File: config.mk
export PLATFORM = sky130hd
export DESIGN_NAME = load_store_unit
export DESIGN_NICKNAME = d
export VERILOG_FILES = /design/src/rtl/load_store_unit.sv
export SDC_FILE = /design/constraint.sdc
export NUM_CORES = 1
export LEC_CHECK = 0
export ABC_CLOCK_PERIOD_IN_PS = 3600
export CAP_MARGIN = 10
export CORE_ASPECT_RATIO = 2
export CORE_MARGIN = 4
export CORE_UTILIZATION = 42
export CTS_CLUSTER_DIAMETER = 200
export DETAILED_ROUTE_END_ITERATION = 10
export GPL_TIMING_DRIVEN = 0
export PLACE_DENSITY_LB_ADDON = 0.2
export REMOVE_ABC_BUFFERS = 1
export SLEW_MARGIN = 20
export SYNTH_ARGS = -nofsm -noshare
export SYNTH_HDL_FRONTEND = slang
export SYNTH_SLANG_ARGS = --single-unit
File: constraint.sdc
create_clock -name clk -period 3.6 [get_ports clk]
set_clock_uncertainty 0.05 [all_clocks]
set_input_delay 0.72 -clock clk [delete_from_list [all_inputs] [get_ports clk]]
set_output_delay 0.72 -clock clk [all_outputs]
set_load 0.01 [all_outputs]
File: src/rtl/load_store_unit.sv
// Load/store unit: accepts one RV32I load/store, range/legality checks it, issues a single
// data-memory op and returns the result. Optional alignment trap: LSU_MISALIGN_TRAP_EN.
module load_store_unit #(
  parameter int unsigned ADDR_W     = 12,
  parameter int unsigned DMEM_BYTES = 2048
) (
  input  logic              clk,
  input  logic              rst,
  input  logic              req_valid,
  output logic              req_ready,
  input  logic              req_we,
  input  logic [2:0]        req_funct3,
  input  logic [31:0]       req_addr,
  input  logic [31:0]       req_wdata,
  output logic              rsp_valid,
  input  logic              rsp_ready,
  output logic [31:0]       rsp_rdata,
  output logic              rsp_err,
  output logic [1:0]        rsp_cause,
  output logic [ADDR_W-1:0] mem_addr,
  output logic [31:0]       mem_wdata,
  output logic [2:0]        mem_op,
  output logic              mem_wr,
  input  logic [31:0]       mem_rdata
);

  localparam logic [2:0] OpNop = 3'b111;

  typedef enum logic [1:0] {StIdle, StIssue, StCapture, StResp} state_e;

  state_e              state_q, state_d;
  logic                req_ready_q, req_ready_d;
  logic                rsp_valid_q, rsp_valid_d;
  logic [31:0]         rsp_rdata_q, rsp_rdata_d;
  logic                rsp_err_q, rsp_err_d;
  logic [1:0]          rsp_cause_q, rsp_cause_d;
  logic [ADDR_W-1:0]   mem_addr_q, mem_addr_d;
  logic [31:0]         mem_wdata_q, mem_wdata_d;
  logic [2:0]          mem_op_q, mem_op_d;
  logic                mem_wr_q, mem_wr_d;
  logic                is_load_q, is_load_d;

  logic        illegal, misaligned, fault;
  logic [2:0]  size_m1;
  logic [32:0] last_byte;
  logic [2:0]  op_map;

  // Request decode, only meaningful while IDLE
  always_comb begin
    case (req_funct3[1:0])
      2'b00:   size_m1 = 3'd0;
      2'b01:   size_m1 = 3'd1;
      default: size_m1 = 3'd3;
    endcase
    // 33-bit sum so an address near 2^32 cannot wrap back into range
    last_byte = {1'b0, req_addr} + {30'b0, size_m1};
    fault     = last_byte >= 33'(DMEM_BYTES);

    if (req_we) illegal = req_funct3 >= 3'b011;
    else        illegal = (req_funct3 == 3'b011) || (req_funct3[2:1] == 2'b11);

`ifdef LSU_MISALIGN_TRAP_EN
    misaligned = ((req_funct3[1:0] == 2'b01) && req_addr[0]) ||
                 ((req_funct3[1:0] == 2'b10) && (req_addr[1:0] != 2'b00));
`else
    misaligned = 1'b0;
`endif

    // Unsigned loads are packed after the signed ones in the memory's MemOp encoding
    if (req_we) begin
      op_map = req_funct3;
    end else begin
      case (req_funct3)
        3'b100:  op_map = 3'b011;
        3'b101:  op_map = 3'b100;
        default: op_map = req_funct3;
      endcase
    end
  end

  always_comb begin
    state_d     = state_q;
    req_ready_d = req_ready_q;
    rsp_valid_d = rsp_valid_q;
    rsp_rdata_d = rsp_rdata_q;
    rsp_err_d   = rsp_err_q;
    rsp_cause_d = rsp_cause_q;
    mem_addr_d  = mem_addr_q;
    mem_wdata_d = mem_wdata_q;
    mem_op_d    = mem_op_q;
    mem_wr_d    = mem_wr_q;
    is_load_d   = is_load_q;

    unique case (state_q)
      StIdle: begin
        if (req_valid && req_ready_q) begin
          req_ready_d = 1'b0;
          rsp_rdata_d = 32'h0;
          is_load_d   = !req_we;
          if (illegal || misaligned || fault) begin
            rsp_err_d   = 1'b1;
            rsp_valid_d = 1'b1;
            if (illegal)         rsp_cause_d = 2'b11;
            else if (misaligned) rsp_cause_d = 2'b01;
            else                 rsp_cause_d = 2'b10;
            state_d = StResp;
          end else begin
            mem_addr_d  = req_addr[ADDR_W-1:0];
            mem_wdata_d = req_wdata;
            mem_op_d    = op_map;
            mem_wr_d    = req_we;
            state_d     = StIssue;
          end
        end
      end
      StIssue: begin
        mem_op_d = OpNop;
        mem_wr_d = 1'b0;
        if (is_load_q) begin
          state_d = StCapture;
        end else begin
          rsp_valid_d = 1'b1;
          state_d     = StResp;
        end
      end
      StCapture: begin
        rsp_rdata_d = mem_rdata;
        rsp_valid_d = 1'b1;
        state_d     = StResp;
      end
      StResp: begin
        if (rsp_ready) begin
          rsp_valid_d = 1'b0;
          rsp_err_d   = 1'b0;
          rsp_cause_d = 2'b00;
          req_ready_d = 1'b1;
          state_d     = StIdle;
        end
      end
      default: state_d = StIdle;
    endcase
  end

  always_ff @(posedge clk or posedge rst) begin
    if (rst) begin
      state_q     <= StIdle;
      req_ready_q <= 1'b1;
      rsp_valid_q <= 1'b0;
      rsp_rdata_q <= 32'h0;
      rsp_err_q   <= 1'b0;
      rsp_cause_q <= 2'b00;
      mem_addr_q  <= '0;
      mem_wdata_q <= 32'h0;
      mem_op_q    <= OpNop;
      mem_wr_q    <= 1'b0;
      is_load_q   <= 1'b0;
    end else begin
      state_q     <= state_d;
      req_ready_q <= req_ready_d;
      rsp_valid_q <= rsp_valid_d;
      rsp_rdata_q <= rsp_rdata_d;
      rsp_err_q   <= rsp_err_d;
      rsp_cause_q <= rsp_cause_d;
      mem_addr_q  <= mem_addr_d;
      mem_wdata_q <= mem_wdata_d;
      mem_op_q    <= mem_op_d;
      mem_wr_q    <= mem_wr_d;
      is_load_q   <= is_load_d;
    end
  end

  assign req_ready = req_ready_q;
  assign rsp_valid = rsp_valid_q;
  assign rsp_rdata = rsp_rdata_q;
  assign rsp_err   = rsp_err_q;
  assign rsp_cause = rsp_cause_q;
  assign mem_addr  = mem_addr_q;
  assign mem_wdata = mem_wdata_q;
  assign mem_op    = mem_op_q;
  assign mem_wr    = mem_wr_q;

endmodule

# Word-level counts from Yosys, hierarchy flattened
# Cells that the tools add are included.
# Widths: inputs -> output; s select.
[classes]
addsub = 1
n_lt_le_gt_ge = 2
n_eq_ne = 13
n_mux = 30
bitwise_logic = 1
reduce_logical = 17
[ops]
columns = ["op", "count"]
rows = [
  ["$pmux 32 s2", 1],
  ["$add 32x3->33", 1],
  ["$ge 33x12->1 const B", 1],
  ["$mux 32", 1],
  ["$pmux 3 s2", 2],
  ["$mux 1", 11],
  ["$mux 2", 5],
  ["$ne 2x2->1 const B", 5],
  ["$mux 3", 3],
  ["$reduce_and 3->1", 3],
  ["$pmux 2 s2", 2],
  ["$pmux 2 s4", 1],
  ["$reduce_and 4->1", 2],
  ["$eq 2x2->1 const B", 3],
  ["$eq 3x3->1 const B", 2],
  ["$pmux 1 s2", 3],
  ["$reduce_and 2->1", 3],
  ["$reduce_bool 2->1", 3],
  ["$eq 2x1->1 const B", 2],
  ["$logic_not 2->1", 2],
  ["$pmux 1 s4", 1],
  ["$eq 3x2->1 const B", 1],
  ["$ge 3x2->1 const B", 1],
  ["$logic_or 1x1->1", 2],
  ["other kinds (3)", 3],
]
[totals]
register_bits = 88
inputBits = 104
out_inout_bits = 85
wordCells = 75

# Longest topological paths before layout
# Gate-level depths: netlist of the first run.
[logic_depth]
depth_word = 8
depth_mapped = 13
mapped_depth_nobuf = 12

# Least setup slack after synthesis of the first run
# OpenSTA, ideal clock, no wires.
[synth_timing]
path_kind = "input to register"
start = "input port req_funct3[1]"
end = "register mem_addr_q[0] (netlist: mem_addr[0])"
setup_ns = 0.125
arrival_ns = 3.614
required_ns = 3.425
slack_ns = -0.189
cell_stages = 11
path_buffers = 1
path_cell_list = "or2_2 > ha_1 > inv_1 > fa_1 > nand4b_1 > nor4_1 > a31oi_1 > or4_4 > nor4_4 > buf_6 > mux2_2"
[synth_via]
elab_chain_cells = 7
elab_cells_between_ends = 13
cone_classes = "add/sub (1); order compare (2); eq/ne (3); mux (2); bitwise (1); reduce/logical (4)"
[synth_lines]
columns = ["element", "line", "text"]
rows = [
  ["from (decl)", "12", "input logic [2:0] req_funct3,"],
  ["$eq 2x1->1 or $logic_not 2->1 (tied branches)", "50", "case (req_funct3[1:0])"],
  ["$pmux 2 s2", "50", ""],
  ["$add 32x3->33", "56", "last_byte = {1'b0, req_addr} + {30'b0, size_m1};"],
  ["$ge 33x12->1", "57", "fault = last_byte >= 33'(DMEM_BYTES);"],
  ["$logic_or 1x1->1 (*)", "100", "if (illegal || misaligned || fault) begin"],
  ["$not 1->1 (no line) (*)", "n/a", ""],
  ["$reduce_and 3->1 (no line) (*)", "n/a", ""],
  ["to (signal assigned)", "164", "mem_addr_q <= mem_addr_d;"],
  ["to (decl)", "37", "logic [ADDR_W-1:0] mem_addr_q, mem_addr_d;"],
]
# Every way passes the cells marked *; elsewhere a longest branch is shown, timed or not.
# A chain may end at the register's enable or synchronous reset.

# Worst setup path after layout of the first run
[layout_timing]
start = "input port req_funct3[1]"
end = "register mem_wdata_q[24] (netlist: mem_wdata[24])"
[layout_via]
elab_chain_cells = 7
elab_cells_between_ends = 13
cone_classes = "add/sub (1); order compare (2); eq/ne (3); mux (2); bitwise (1); reduce/logical (4)"
[layout_lines]
columns = ["element", "line", "text"]
rows = [
  ["$eq 2x1->1 or $logic_not 2->1 (tied branches)", "50", ""],
  ["$pmux 2 s2", "50", ""],
  ["$add 32x3->33", "56", ""],
  ["$ge 33x12->1", "57", ""],
  ["$logic_or 1x1->1 (*)", "100", ""],
  ["$not 1->1 (no line) (*)", "n/a", ""],
  ["$reduce_and 3->1 (no line) (*)", "n/a", ""],
  ["to (signal assigned)", "165", "mem_wdata_q <= mem_wdata_d;"],
  ["to (decl)", "38", "logic [31:0] mem_wdata_q, mem_wdata_d;"],
]
# Marked as above.

==> flow_results.xml, run 1 <==
<?xml version="1.0" encoding="UTF-8"?>
<metrics>
  <group name="run_status">
    <metric name="run_status" unit="">finished clean</metric>
  </group>
  <group name="clocking">
    <metric name="cts-buffers-inserted" unit="">9</metric>
    <metric name="number_of_clock_sinks_seen_by_cts" unit="">87</metric>
    <metric name="cts-root-to-sink-buffers" unit="">2</metric>
    <metric name="worst_setup_hold_path_clk_slew" unit="ps">60</metric>
    <metric name="worstSkewPairLatency" unit="ps">330</metric>
    <metric name="root_buffer" unit="">sky130_fd_sc_hd__clkbuf_16</metric>
    <metric name="holdBufCountCts" unit="">0</metric>
    <metric name="cts_max_level" unit="">3</metric>
    <metric name="tritoncts" unit="">built</metric>
  </group>
  <group name="timing">
    <metric name="tns" unit="ps">0</metric>
    <metric name="final.min_clock_period" unit="ps">3590</metric>
    <metric name="finalHoldViolations" unit="">0</metric>
    <metric name="fin_worst_hold_slack" unit="ps">452</metric>
    <metric name="maxSlewHeadroom" unit="">0.585</metric>
    <metric name="max_clock_freq" unit="GHz">0.279</metric>
    <metric name="setup_viol" unit="">0</metric>
    <metric name="report.final.slew_viol_count" unit="">0</metric>
    <metric name="worst_max_slew_pin_slew" unit="ps">622</metric>
    <metric name="final.period_utilization" unit="">0.997</metric>
  </group>
  <group name="global_route">
    <metric name="number_of_global_route_vias_before_repair" unit="">4069</metric>
    <metric name="grt_overflow_total" unit="">0</metric>
    <metric name="antenna_found_initial" unit="">0</metric>
    <metric name="grt_start_max_net_pins" unit="">60</metric>
    <metric name="grt_use_total" unit="">0.236</metric>
    <metric name="grt_pass1_wl" unit="microns">21000</metric>
  </group>
  <group name="logic_synthesis">
    <metric name="synth.lib_cells_used.distinct" unit="">52</metric>
    <metric name="synthTopCellsByCount" unit="">83 x sky130_fd_sc_hd__dfrtp_1, 45 x sky130_fd_sc_hd__mux2_2, 32 x sky130_fd_sc_hd__a22o_1</metric>
    <metric name="netlist_area" unit="sq um">4070</metric>
    <metric name="syn-instance-count" unit="">333</metric>
    <metric name="synthDominantAreaCellType" unit="">sky130_fd_sc_hd__dfrtp_1</metric>
    <metric name="synth_enable_flop_cells" unit="">0</metric>
    <metric name="ys_dominant_reg_cell" unit="">sky130_fd_sc_hd__dfrtp_1</metric>
    <metric name="ys_ff_latch" unit="">87</metric>
    <metric name="yosysSeqAreaShare" unit="">0.536</metric>
    <metric name="synthTopCellsByArea" unit="">sky130_fd_sc_hd__dfrtp_1 51%, sky130_fd_sc_hd__mux2_2 12%, sky130_fd_sc_hd__a22o_1 6.9%, sky130_fd_sc_hd__dfstp_2 2.6%, sky130_fd_sc_hd__ha_1 2.2%</metric>
    <metric name="synth_most_common_cell" unit="">sky130_fd_sc_hd__dfrtp_1</metric>
    <metric name="syn_area_per_cell" unit="sq um">12.2</metric>
    <metric name="async_flop_share" unit="">1.00</metric>
    <metric name="synthDominantCellAreaShare" unit="">0.510</metric>
    <metric name="synthesis.yosys.warnings" unit="">0</metric>
  </group>
  <group name="critical_path">
    <metric name="crit_path_class" unit="">in -&gt; reg</metric>
    <metric name="path_common_cell" unit="">sky130_fd_sc_hd__buf_4</metric>
    <metric name="crit_fanout" unit="">5</metric>
    <metric name="required" unit="ps">3770</metric>
    <metric name="endpoint_kind" unit="">register</metric>
    <metric name="nature_of_the_critical_path_startpoint" unit="">primary input</metric>
    <metric name="critical_path.max_stage_delay" unit="ps">560</metric>
    <metric name="crit_arrival" unit="ps">3760</metric>
    <metric name="cp_slowest_cell" unit="">sky130_fd_sc_hd__or4_4</metric>
    <metric name="crit_chain" unit="">buf_8 &gt; buf_4 &gt; ha_1 &gt; a21oi_2 &gt; nor4_4 &gt; buf_4 &gt; and2_4 &gt; o41a_1 &gt; or4_4 &gt; nor4_4 &gt; buf_4 &gt; buf_6 &gt; buf_8 &gt; mux2_4</metric>
  </group>
  <group name="route">
    <metric name="drcViolationCount" unit="">0</metric>
    <metric name="antenna_left" unit="">0</metric>
    <metric name="avgRoutedWirePerCell" unit="microns">20.1</metric>
    <metric name="detailroute.via_count" unit="">3746</metric>
    <metric name="drt_first_pass_iters" unit="">4</metric>
    <metric name="vias_per_cell" unit="">5.56</metric>
    <metric name="drt_first_iter_violations" unit="">171</metric>
    <metric name="routed_wl" unit="microns">13500</metric>
  </group>
  <group name="job">
    <metric name="drv_cap" unit="">0</metric>
  </group>
  <group name="pwr">
    <metric name="p_per_area" unit="nW/um^2">544</metric>
    <metric name="power.static_leakage" unit="nW">2.99</metric>
    <metric name="maximum_vdd_drop" unit="mV">0.445</metric>
  </group>
  <group name="finish">
    <metric name="fin_nets" unit="">651</metric>
    <metric name="layout_cell_share_with_drive_strength_beyond_1" unit="">0.217</metric>
    <metric name="fin_area" unit="sq um">6900</metric>
    <metric name="seq_area" unit="sq um">2180</metric>
    <metric name="nFillCells" unit="">651</metric>
    <metric name="multi_input_comb_area" unit="sq um">1970</metric>
    <metric name="final_util" unit="">0.730</metric>
    <metric name="antenna_cells" unit="">0</metric>
    <metric name="layout_overhead_on_the_synthesized_area" unit="%">69.5</metric>
  </group>
  <group name="die">
    <metric name="dieArea" unit="sq um">11400</metric>
    <metric name="floorplan.die.height" unit="microns">147</metric>
    <metric name="initial_utilization" unit="">0.431</metric>
    <metric name="core_region_area" unit="sq um">9450</metric>
    <metric name="number_of_top_level_pins" unit="">189</metric>
    <metric name="dieWidth" unit="microns">77.6</metric>
    <metric name="std_cell_rows" unit="">50</metric>
  </group>
  <group name="place">
    <metric name="place_hpwl" unit="microns">9750</metric>
    <metric name="numPortBuffers" unit="">188</metric>
    <metric name="placedInstanceArea" unit="sq um">6120</metric>
    <metric name="place_congestion" unit="">0.864</metric>
  </group>
  <group name="min_path">
    <metric name="worstHoldPathType" unit="">reg -&gt; reg</metric>
  </group>
</metrics>
-- cell usage in the layout (no fill, tap or decap), types with 3 or more instances in the layout --
cell type,netlist,final
sky130_fd_sc_hd__clkdlybuf4s50_1,0,182
sky130_fd_sc_hd__xnor2_1,4,4
sky130_fd_sc_hd__nor3_1,8,6
sky130_fd_sc_hd__dfrtp_1,83,83
sky130_fd_sc_hd__buf_4,1,11
sky130_fd_sc_hd__buf_8,0,3
sky130_fd_sc_hd__mux2_4,0,29
sky130_fd_sc_hd__clkbuf_16,0,9
sky130_fd_sc_hd__a21oi_1,12,11
sky130_fd_sc_hd__buf_16,0,4
sky130_fd_sc_hd__mux2_2,45,17
sky130_fd_sc_hd__o2bb2ai_1,3,3
sky130_fd_sc_hd__dfstp_2,4,4
sky130_fd_sc_hd__buf_12,0,3
sky130_fd_sc_hd__nand3_1,9,7
sky130_fd_sc_hd__nand2_1,14,13
sky130_fd_sc_hd__inv_1,12,10
sky130_fd_sc_hd__nor2b_1,3,3
sky130_fd_sc_hd__buf_6,5,5
sky130_fd_sc_hd__o31ai_1,3,3
sky130_fd_sc_hd__nor2_1,13,13
sky130_fd_sc_hd__or3_1,4,4
sky130_fd_sc_hd__a22o_1,32,32
sky130_fd_sc_hd__nor4_4,2,4
sky130_fd_sc_hd__nand3b_1,3,3
sky130_fd_sc_hd__ha_1,7,6
sky130_fd_sc_hd__a211oi_1,3,3
sky130_fd_sc_hd__a31oi_1,4,3
sky130_fd_sc_hd__nand4_1,8,8
-- flip-flops by register name (all words and copies together), names as in the netlist --
signal     flops
rsp_valid      1
state_q        2
rsp_rdata     32
mem_op         3
rsp_cause      1
mem_wr         1
mem_addr      12
req_ready      1
is_load_q      1
mem_wdata     32
rsp_err        1
-- logic make-up (layout without fill, tap and decap cells) --
logic type	after synthesis	after routing	share of synthesized area
muxes	46	46	0.127
xor gates and xnor gates	6	6	0.0129
DFF	87	87	0.536
and+or+nand+nor	84	84	0.122
buffers and inverters	29	240	0.0369
adders and majority gates	8	8	0.0264
AOI/OAI and AO/OA	73	73	0.139
-- worst max-delay path, delay by kind of cell --
kind	cells	cell delay [ps]
AND/OR/NAND/NOR	4	1050
adder cells (fa/ha/maj)	1	330
multiplexers	1	300
AO/OA/AOI/OAI	2	540
buffers and inverters	6	820
-- report_power, final --
part	total [mW]	internal [mW]	switching (mW)
clock	0.998	0.627	0.371
combinational	1.43	0.785	0.643
sequential	1.33	1.20	0.133
-- final timing paths --
| check | endpoint | start | slack [ps] | cells past startpoint |
|---|---|---|---|---|
| max in group asynchronous | req_ready | rst | 2140 | 3 |
| setup reg to reg | mem_wdata[24] | state_q[0] | 1120 | 8 |
| hold reg to reg | rsp_rdata[11] | rsp_rdata[11] | 450 | 1 |
| min in group asynchronous | mem_wdata[29] | rst | 690 | 2 |
| setup / recovery | mem_wdata[24] | req_funct3[1] | 10 | 14 |
| hold / removal | rsp_rdata[11] | rsp_rdata[11] | 450 | 1 |
-- metal layers --
metal | vias to the layer above | share of wire | global-route usage
li1 | 1653 | - | -
met1 | 1858 | 0.33 | 0.229
met2 | 187 | 0.56 | 0.435
met3 | 48 | 0.061 | 0.0601
met4 | 0 | 0.054 | 0.141
met5 | - | 0 | 0
-- layout make-up --
class / count / area share
timing repair buffer: 212 / 0.321
tap: 130 / 0.0236
inverter: 12 / 0.00689
clock buffer: 11 / 0.0352
multi-input combinational: 217 / 0.285
clock inverter: 5 / 0.0118
sequential: 87 / 0.316
-- through the flow --
| step | power [mW] | instances | setup slack [ps] |
|---|---|---|---|
| global route | 3.95 | 674 | -51.1 |
| global placement | 2.65 | 634 | -3150 |
| CTS | 3.79 | 670 | -144 |
| detailed placement | 2.76 | 640 | -2010 |
| floorplan | 1.98 | 316 | -1310 |
| finish | 3.76 | 674 | 11.0 |
-- what timing repair did --
| item | 4_1_cts | 5_1_grt |
|---|---|---|
| setup buffers | 12 | 4 |
| resized for setup | 71 | 15 |
| pin swaps | 8 | 11 |
| gates cloned | 2 | 0 |
| endpoints found under the setup margin | 52 | 52 |
Power figures use the tool's default switching activity.
==> inputs of run 2 (changes only) <==
CORE_MARGIN = not set   (was 4)
SETUP_SLACK_MARGIN = 0.4   (was not set)
==> run 2 against run 1 <==
The flow now finishes with violations (setup timing). Register-to-register slack got worse by 20 ps. Worst setup slack worse by 31 ps. Clock power fell by 18%. Power down 5.5%. Core utilization is 1.7 points higher. Sequential power about the same. Worst hold slack gained 4.3 ps. Design area up 1.7%. Final cell count decreased by 2.1%. Via count down 1.4%. Critical path type unchanged. Largest power group unchanged.
==> flow_results.xml, run 2 (synthesized netlist as in run 1, its figures left out) <==
<?xml version="1.0" encoding="UTF-8"?>
<metrics>
  <group name="critical_path">
    <metric name="crit_fanout" unit="">8</metric>
    <metric name="endpoint_kind" unit="">register</metric>
    <metric name="cp_slowest_cell" unit="">sky130_fd_sc_hd__or4_4</metric>
    <metric name="critical_path.n_buffers_inverters" unit="">6</metric>
    <metric name="crit_arrival" unit="ps">3780</metric>
    <metric name="register_to_register_path_setup_slack" unit="ps">1100</metric>
    <metric name="crit_path_class" unit="">in -&gt; reg</metric>
    <metric name="required" unit="ps">3760</metric>
    <metric name="critical_path.max_stage_delay" unit="ps">580</metric>
    <metric name="cp_top_family" unit="">simple AND/OR/NAND/NOR gates</metric>
    <metric name="crit_chain" unit="">buf_8 &gt; or2_4 &gt; ha_4 &gt; buf_6 &gt; a21oi_4 &gt; nor4_4 &gt; and2_4 &gt; o41a_1 &gt; or4_4 &gt; nor4_4 &gt; buf_4 &gt; buf_6 &gt; buf_12 &gt; buf_12 &gt; mux2_4</metric>
    <metric name="nature_of_the_critical_path_startpoint" unit="">primary input</metric>
  </group>
  <group name="place">
    <metric name="placedInstanceArea" unit="sq um">6080</metric>
    <metric name="place_hpwl" unit="microns">8880</metric>
    <metric name="place_congestion" unit="">0.944</metric>
    <metric name="post-place-cells" unit="">614</metric>
    <metric name="pre_cts_ws" unit="ps">-1990</metric>
    <metric name="numPortBuffers" unit="">188</metric>
  </group>
  <group name="clocking">
    <metric name="cts_max_level" unit="">3</metric>
    <metric name="root_buffer" unit="">sky130_fd_sc_hd__clkbuf_16</metric>
    <metric name="worst_setup_hold_path_clk_slew" unit="ps">50</metric>
    <metric name="cts-buffers-inserted" unit="">9</metric>
    <metric name="holdBufCountCts" unit="">0</metric>
    <metric name="tritoncts" unit="">built</metric>
    <metric name="worstSkewPairLatency" unit="ps">320</metric>
    <metric name="cts-root-to-sink-buffers" unit="">2</metric>
    <metric name="number_of_clock_sinks_seen_by_cts" unit="">87</metric>
  </group>
  <group name="timing">
    <metric name="setup_viol" unit="">28</metric>
    <metric name="final.period_utilization" unit="">1.01</metric>
    <metric name="maxSlewHeadroom" unit="">0.588</metric>
    <metric name="final.min_clock_period" unit="ps">3620</metric>
    <metric name="worst_max_slew_pin_slew" unit="ps">614</metric>
    <metric name="finalWorstSetupSlack" unit="ps">-19.6</metric>
    <metric name="max_clock_freq" unit="GHz">0.276</metric>
    <metric name="fin_worst_hold_slack" unit="ps">457</metric>
    <metric name="report.final.slew_viol_count" unit="">0</metric>
    <metric name="finalHoldViolations" unit="">0</metric>
    <metric name="grt_setup_unrepaired" unit="">true</metric>
  </group>
  <group name="finish">
    <metric name="fin_area" unit="sq um">7010</metric>
    <metric name="layout_commonest_cell" unit="">sky130_fd_sc_hd__clkdlybuf4s50_1</metric>
    <metric name="nFillCells" unit="">667</metric>
    <metric name="stdcell_count" unit="">660</metric>
    <metric name="fin_nets" unit="">664</metric>
    <metric name="seq_area" unit="sq um">2180</metric>
    <metric name="layout_cell_share_with_drive_strength_beyond_1" unit="">0.247</metric>
    <metric name="highest_count_cells_in_the_layout_ignoring_fill_and_taps" unit="">177 x sky130_fd_sc_hd__clkdlybuf4s50_1, 83 x sky130_fd_sc_hd__dfrtp_1, 33 x sky130_fd_sc_hd__mux2_4</metric>
    <metric name="multi_input_comb_area" unit="sq um">2040</metric>
    <metric name="layout_overhead_on_the_synthesized_area" unit="%">72.3</metric>
  </group>
  <group name="pwr">
    <metric name="p_per_area" unit="nW/um^2">506</metric>
    <metric name="power.static_leakage" unit="nW">3.08</metric>
    <metric name="total_power" unit="mW">3.55</metric>
    <metric name="maximum_vdd_drop" unit="mV">0.485</metric>
  </group>
  <group name="global_route">
    <metric name="antenna_found_initial" unit="">1</metric>
    <metric name="grt_use_total" unit="">0.258</metric>
    <metric name="number_of_global_route_vias_before_repair" unit="">3804</metric>
    <metric name="grt_start_max_net_pins" unit="">53</metric>
    <metric name="grt_pass1_wl" unit="microns">19700</metric>
    <metric name="grt_overflow_total" unit="">0</metric>
  </group>
  <group name="route">
    <metric name="drcViolationCount" unit="">0</metric>
    <metric name="antenna_left" unit="">0</metric>
    <metric name="routed_wl" unit="microns">12900</metric>
    <metric name="drt_first_pass_iters" unit="">4</metric>
    <metric name="vias_per_cell" unit="">5.59</metric>
    <metric name="avgRoutedWirePerCell" unit="microns">19.5</metric>
    <metric name="detailroute.via_count" unit="">3692</metric>
    <metric name="drt_first_iter_violations" unit="">96</metric>
  </group>
  <group name="die">
    <metric name="std_cell_rows" unit="">50</metric>
    <metric name="dieArea" unit="sq um">10100</metric>
    <metric name="number_of_top_level_pins" unit="">189</metric>
    <metric name="floorplan.die.height" unit="microns">141</metric>
    <metric name="dieWidth" unit="microns">71.6</metric>
    <metric name="initial_utilization" unit="">0.434</metric>
    <metric name="core_region_area" unit="sq um">9380</metric>
  </group>
  <group name="min_path">
    <metric name="worstHoldPathType" unit="">reg -&gt; reg</metric>
  </group>
  <group name="run_status">
    <metric name="run_status" unit="">finished with violations</metric>
    <metric name="violated_checks" unit="">setup timing</metric>
  </group>
  <group name="job">
    <metric name="drv_cap" unit="">0</metric>
  </group>
</metrics>
==> run 2: cell types whose count changed in the layout (fill, tap and decap cells not counted), sizes merged, moves of 2 or more <==
cell / previous run / this run
bufinv: 2 / 0
clkdlybuf4s50: 182 / 177
buf: 27 / 40
dlymetal6s2s: 2 / 7
==> run 2: cell type report <==
class	instances	area share
multi-input cells	217	0.291
clock inverters	4	0.00357
inverters	12	0.00678
diodes	1	0.000357
clock buffers	10	0.0326
flip-flops and latches	87	0.311
repair buffers	225	0.336
well taps	104	0.0186
==> run 2: worst paths after layout <==
kind,startpoint,end,cells past startpoint
hold reg to reg,mem_addr[11],mem_addr[11],1
hold / removal,mem_addr[11],mem_addr[11],1
min in group asynchronous,rst,mem_wdata[8],2
max in group asynchronous,rst,mem_op[2],3
setup / recovery,req_funct3[0],mem_addr[8],15
setup reg to reg,state_q[0],mem_addr[8],9
==> run 2: through the flow <==
| stage | TNS, ps | utilization |
|---|---|---|
| after floorplan | -62080 | - |
| after global placement | -211830 | 0.637 |
| after detailed placement | -88370 | 0.647 |
| after CTS | -3730 | 0.727 |
| after global routing | -4430 | 0.747 |
| final | -206 | 0.747 |
==> run 2: repair_timing <==
item | CTS | global route
resized for setup | 80 | 30
pin swaps | 12 | 14
setup buffers | 21 | 8
endpoints found under the setup margin | 52 | 52
gates cloned | 2 | 0
==> run 2: report_power, final <==
group          internal (mW)  leakage (nW)  switching (mW)  total, mW
Sequential              1.20          1.14           0.137       1.34
Clock                  0.457         0.120           0.359      0.817
Combinational          0.778          1.82           0.619       1.40
==> run 2: layer usage <==
metal,global-route usage,up-vias,share of wire
li1,-,1674,-
met1,0.266,1802,0.35
met2,0.474,172,0.53
met3,0.0593,44,0.065
met4,0.128,0,0.049
met5,0,-,0
==> inputs of run 3 (changes only) <==
CORE_MARGIN = 3   (was not set)
==> run 3 against run 2 <==
Power increased by 3.9%. Non-clock buffer count down 3. Design area shrank 0.37%. Sequential share of layout area up 0.12 points. Worst hold slack worse by 1.8 ps. Via count down 0.92%. Final cell count shrank 0.15%. Register-to-register slack got worse by 110 ps. Flip-flop and latch count stayed put. The flow still finishes with violations (setup timing). Global-route usage fell by 1.7 points. Critical path depth is 1 higher. Largest power group unchanged. Combinational power rose by 3%.
==> flow_results.xml, run 3 (synthesized netlist as in run 1, its figures left out) <==
<?xml version="1.0" encoding="UTF-8"?>
<metrics>
  <group name="clocking">
    <metric name="cts_max_level" unit="">3</metric>
    <metric name="holdBufCountCts" unit="">0</metric>
    <metric name="root_buffer" unit="">sky130_fd_sc_hd__clkbuf_16</metric>
    <metric name="worst_setup_hold_path_clk_slew" unit="ps">60</metric>
    <metric name="cts-buffers-inserted" unit="">9</metric>
    <metric name="tritoncts" unit="">built</metric>
    <metric name="cts-root-to-sink-buffers" unit="">2</metric>
    <metric name="worstSkewPairLatency" unit="ps">330</metric>
    <metric name="number_of_clock_sinks_seen_by_cts" unit="">87</metric>
  </group>
  <group name="timing">
    <metric name="grt_setup_unrepaired" unit="">true</metric>
    <metric name="max_clock_freq" unit="GHz">0.270</metric>
    <metric name="finalHoldViolations" unit="">0</metric>
    <metric name="maxSlewHeadroom" unit="">0.476</metric>
    <metric name="worst_max_slew_pin_slew" unit="ps">780</metric>
    <metric name="finalWorstSetupSlack" unit="ps">-102</metric>
    <metric name="tns" unit="ps">-1230</metric>
    <metric name="final.min_clock_period" unit="ps">3700</metric>
    <metric name="report.final.slew_viol_count" unit="">0</metric>
    <metric name="final.period_utilization" unit="">1.03</metric>
    <metric name="setup_viol" unit="">29</metric>
  </group>
  <group name="die">
    <metric name="floorplan.die.height" unit="microns">145</metric>
    <metric name="dieWidth" unit="microns">75.6</metric>
    <metric name="std_cell_rows" unit="">50</metric>
    <metric name="dieArea" unit="sq um">11000</metric>
    <metric name="initial_utilization" unit="">0.434</metric>
    <metric name="core_region_area" unit="sq um">9380</metric>
    <metric name="number_of_top_level_pins" unit="">189</metric>
  </group>
  <group name="place">
    <metric name="placedInstanceArea" unit="sq um">6090</metric>
    <metric name="numPortBuffers" unit="">188</metric>
    <metric name="place_congestion" unit="">0.948</metric>
    <metric name="place_hpwl" unit="microns">9310</metric>
    <metric name="post-place-cells" unit="">614</metric>
    <metric name="pre_cts_ws" unit="ps">-1830</metric>
  </group>
  <group name="critical_path">
    <metric name="required" unit="ps">3770</metric>
    <metric name="nature_of_the_critical_path_startpoint" unit="">primary input</metric>
    <metric name="crit_fanout" unit="">5</metric>
    <metric name="crit_arrival" unit="ps">3870</metric>
    <metric name="crit_path_class" unit="">in -&gt; reg</metric>
    <metric name="endpoint_kind" unit="">register</metric>
  </group>
  <group name="finish">
    <metric name="multi_input_comb_area" unit="sq um">2030</metric>
    <metric name="layout_overhead_on_the_synthesized_area" unit="%">71.6</metric>
    <metric name="nFillCells" unit="">639</metric>
    <metric name="final_util" unit="">0.745</metric>
    <metric name="stdcell_count" unit="">659</metric>
    <metric name="layout_cell_share_with_drive_strength_beyond_1" unit="">0.240</metric>
    <metric name="seq_area" unit="sq um">2180</metric>
    <metric name="fin_nets" unit="">661</metric>
    <metric name="highest_count_cells_in_the_layout_ignoring_fill_and_taps" unit="">178 x sky130_fd_sc_hd__clkdlybuf4s50_1, 83 x sky130_fd_sc_hd__dfrtp_1, 33 x sky130_fd_sc_hd__mux2_4</metric>
    <metric name="layout_commonest_cell" unit="">sky130_fd_sc_hd__clkdlybuf4s50_1</metric>
    <metric name="fin_area" unit="sq um">6990</metric>
  </group>
  <group name="pwr">
    <metric name="maximum_vdd_drop" unit="mV">0.493</metric>
    <metric name="p_per_area" unit="nW/um^2">528</metric>
    <metric name="power.static_leakage" unit="nW">3.06</metric>
  </group>
  <group name="global_route">
    <metric name="grt_pass1_wl" unit="microns">19800</metric>
    <metric name="antenna_found_initial" unit="">1</metric>
    <metric name="number_of_global_route_vias_before_repair" unit="">3830</metric>
    <metric name="grt_start_max_net_pins" unit="">58</metric>
    <metric name="grt_overflow_total" unit="">0</metric>
    <metric name="grt_use_total" unit="">0.241</metric>
  </group>
  <group name="route">
    <metric name="drcViolationCount" unit="">0</metric>
    <metric name="drt_first_iter_violations" unit="">140</metric>
    <metric name="detailroute.via_count" unit="">3658</metric>
    <metric name="routed_wl" unit="microns">13200</metric>
    <metric name="avgRoutedWirePerCell" unit="microns">20.1</metric>
    <metric name="vias_per_cell" unit="">5.55</metric>
    <metric name="antenna_left" unit="">0</metric>
    <metric name="drt_first_pass_iters" unit="">4</metric>
  </group>
  <group name="min_path">
    <metric name="worstHoldPathType" unit="">reg -&gt; reg</metric>
  </group>
  <group name="run_status">
    <metric name="run_status" unit="">finished with violations</metric>
    <metric name="violated_checks" unit="">setup timing</metric>
  </group>
  <group name="job">
    <metric name="drv_cap" unit="">0</metric>
  </group>
</metrics>
[run 3: final cells by class]
type	instances	share of cell area
timing repair buffer	222	0.330
sequential	87	0.312
multi-input combinational	217	0.290
clock buffer	11	0.0333
tap	104	0.0186
clock inverter	5	0.00842
inverter	12	0.00680
antenna	1	0.000358
[run 3: through the flow]
step	hold WS (ps)	power [mW]
CTS	458	3.68
detailed placement	440	2.74
finish	455	3.69
global route	462	3.89
floorplan	422	1.98
global placement	423	2.64
[run 3: worst max-delay path, stage by stage]
cell                       delay [ps]
sky130_fd_sc_hd__buf_8             70
sky130_fd_sc_hd__or2_4            110
sky130_fd_sc_hd__ha_4             130
sky130_fd_sc_hd__inv_2             40
sky130_fd_sc_hd__fa_2             380
sky130_fd_sc_hd__nand4b_1         260
sky130_fd_sc_hd__nor4_4           340
sky130_fd_sc_hd__buf_4            190
sky130_fd_sc_hd__a31oi_4           90
sky130_fd_sc_hd__or4_4            470
sky130_fd_sc_hd__nor4_4           250
sky130_fd_sc_hd__buf_6            160
sky130_fd_sc_hd__buf_12           110
sky130_fd_sc_hd__buf_12           100
sky130_fd_sc_hd__buf_8            120
sky130_fd_sc_hd__mux2_4           310
[run 3: worst paths after layout]
check                         startpoint            end  slack [ps]  depth (start not counted)
hold / removal             rsp_rdata[14]  rsp_rdata[14]         450                          1
min in group asynchronous            rst  mem_wdata[22]         700                          2
max in group asynchronous            rst      mem_op[1]        2120                          3
setup / recovery           req_funct3[1]  mem_wdata[18]        -100                         16
setup reg to reg              state_q[0]  mem_wdata[18]         990                          9
hold reg to reg            rsp_rdata[14]  rsp_rdata[14]         450                          1
[run 3: power by group]
part	internal [mW]	switching (mW)	total (mW)
combinational	0.797	0.639	1.44
clock	0.538	0.372	0.910
sequential	1.20	0.142	1.34
total	2.53	1.15	3.69
[run 3: per-layer routing]
layer	global-route usage	part of all wire	vias up
li1	-	-	1670
met2	0.423	0.55	162
met1	0.257	0.34	1785
met4	0.109	0.046	0
met5	0	0	-
met3	0.0589	0.060	41
[run 3: timing repair]
action                                  4_1_cts  5_1_grt
setup buffers                                15       11
resized for setup                            67       35
pin swaps                                    12       15
cloned                                        1        1
endpoints found under the setup margin       52       52
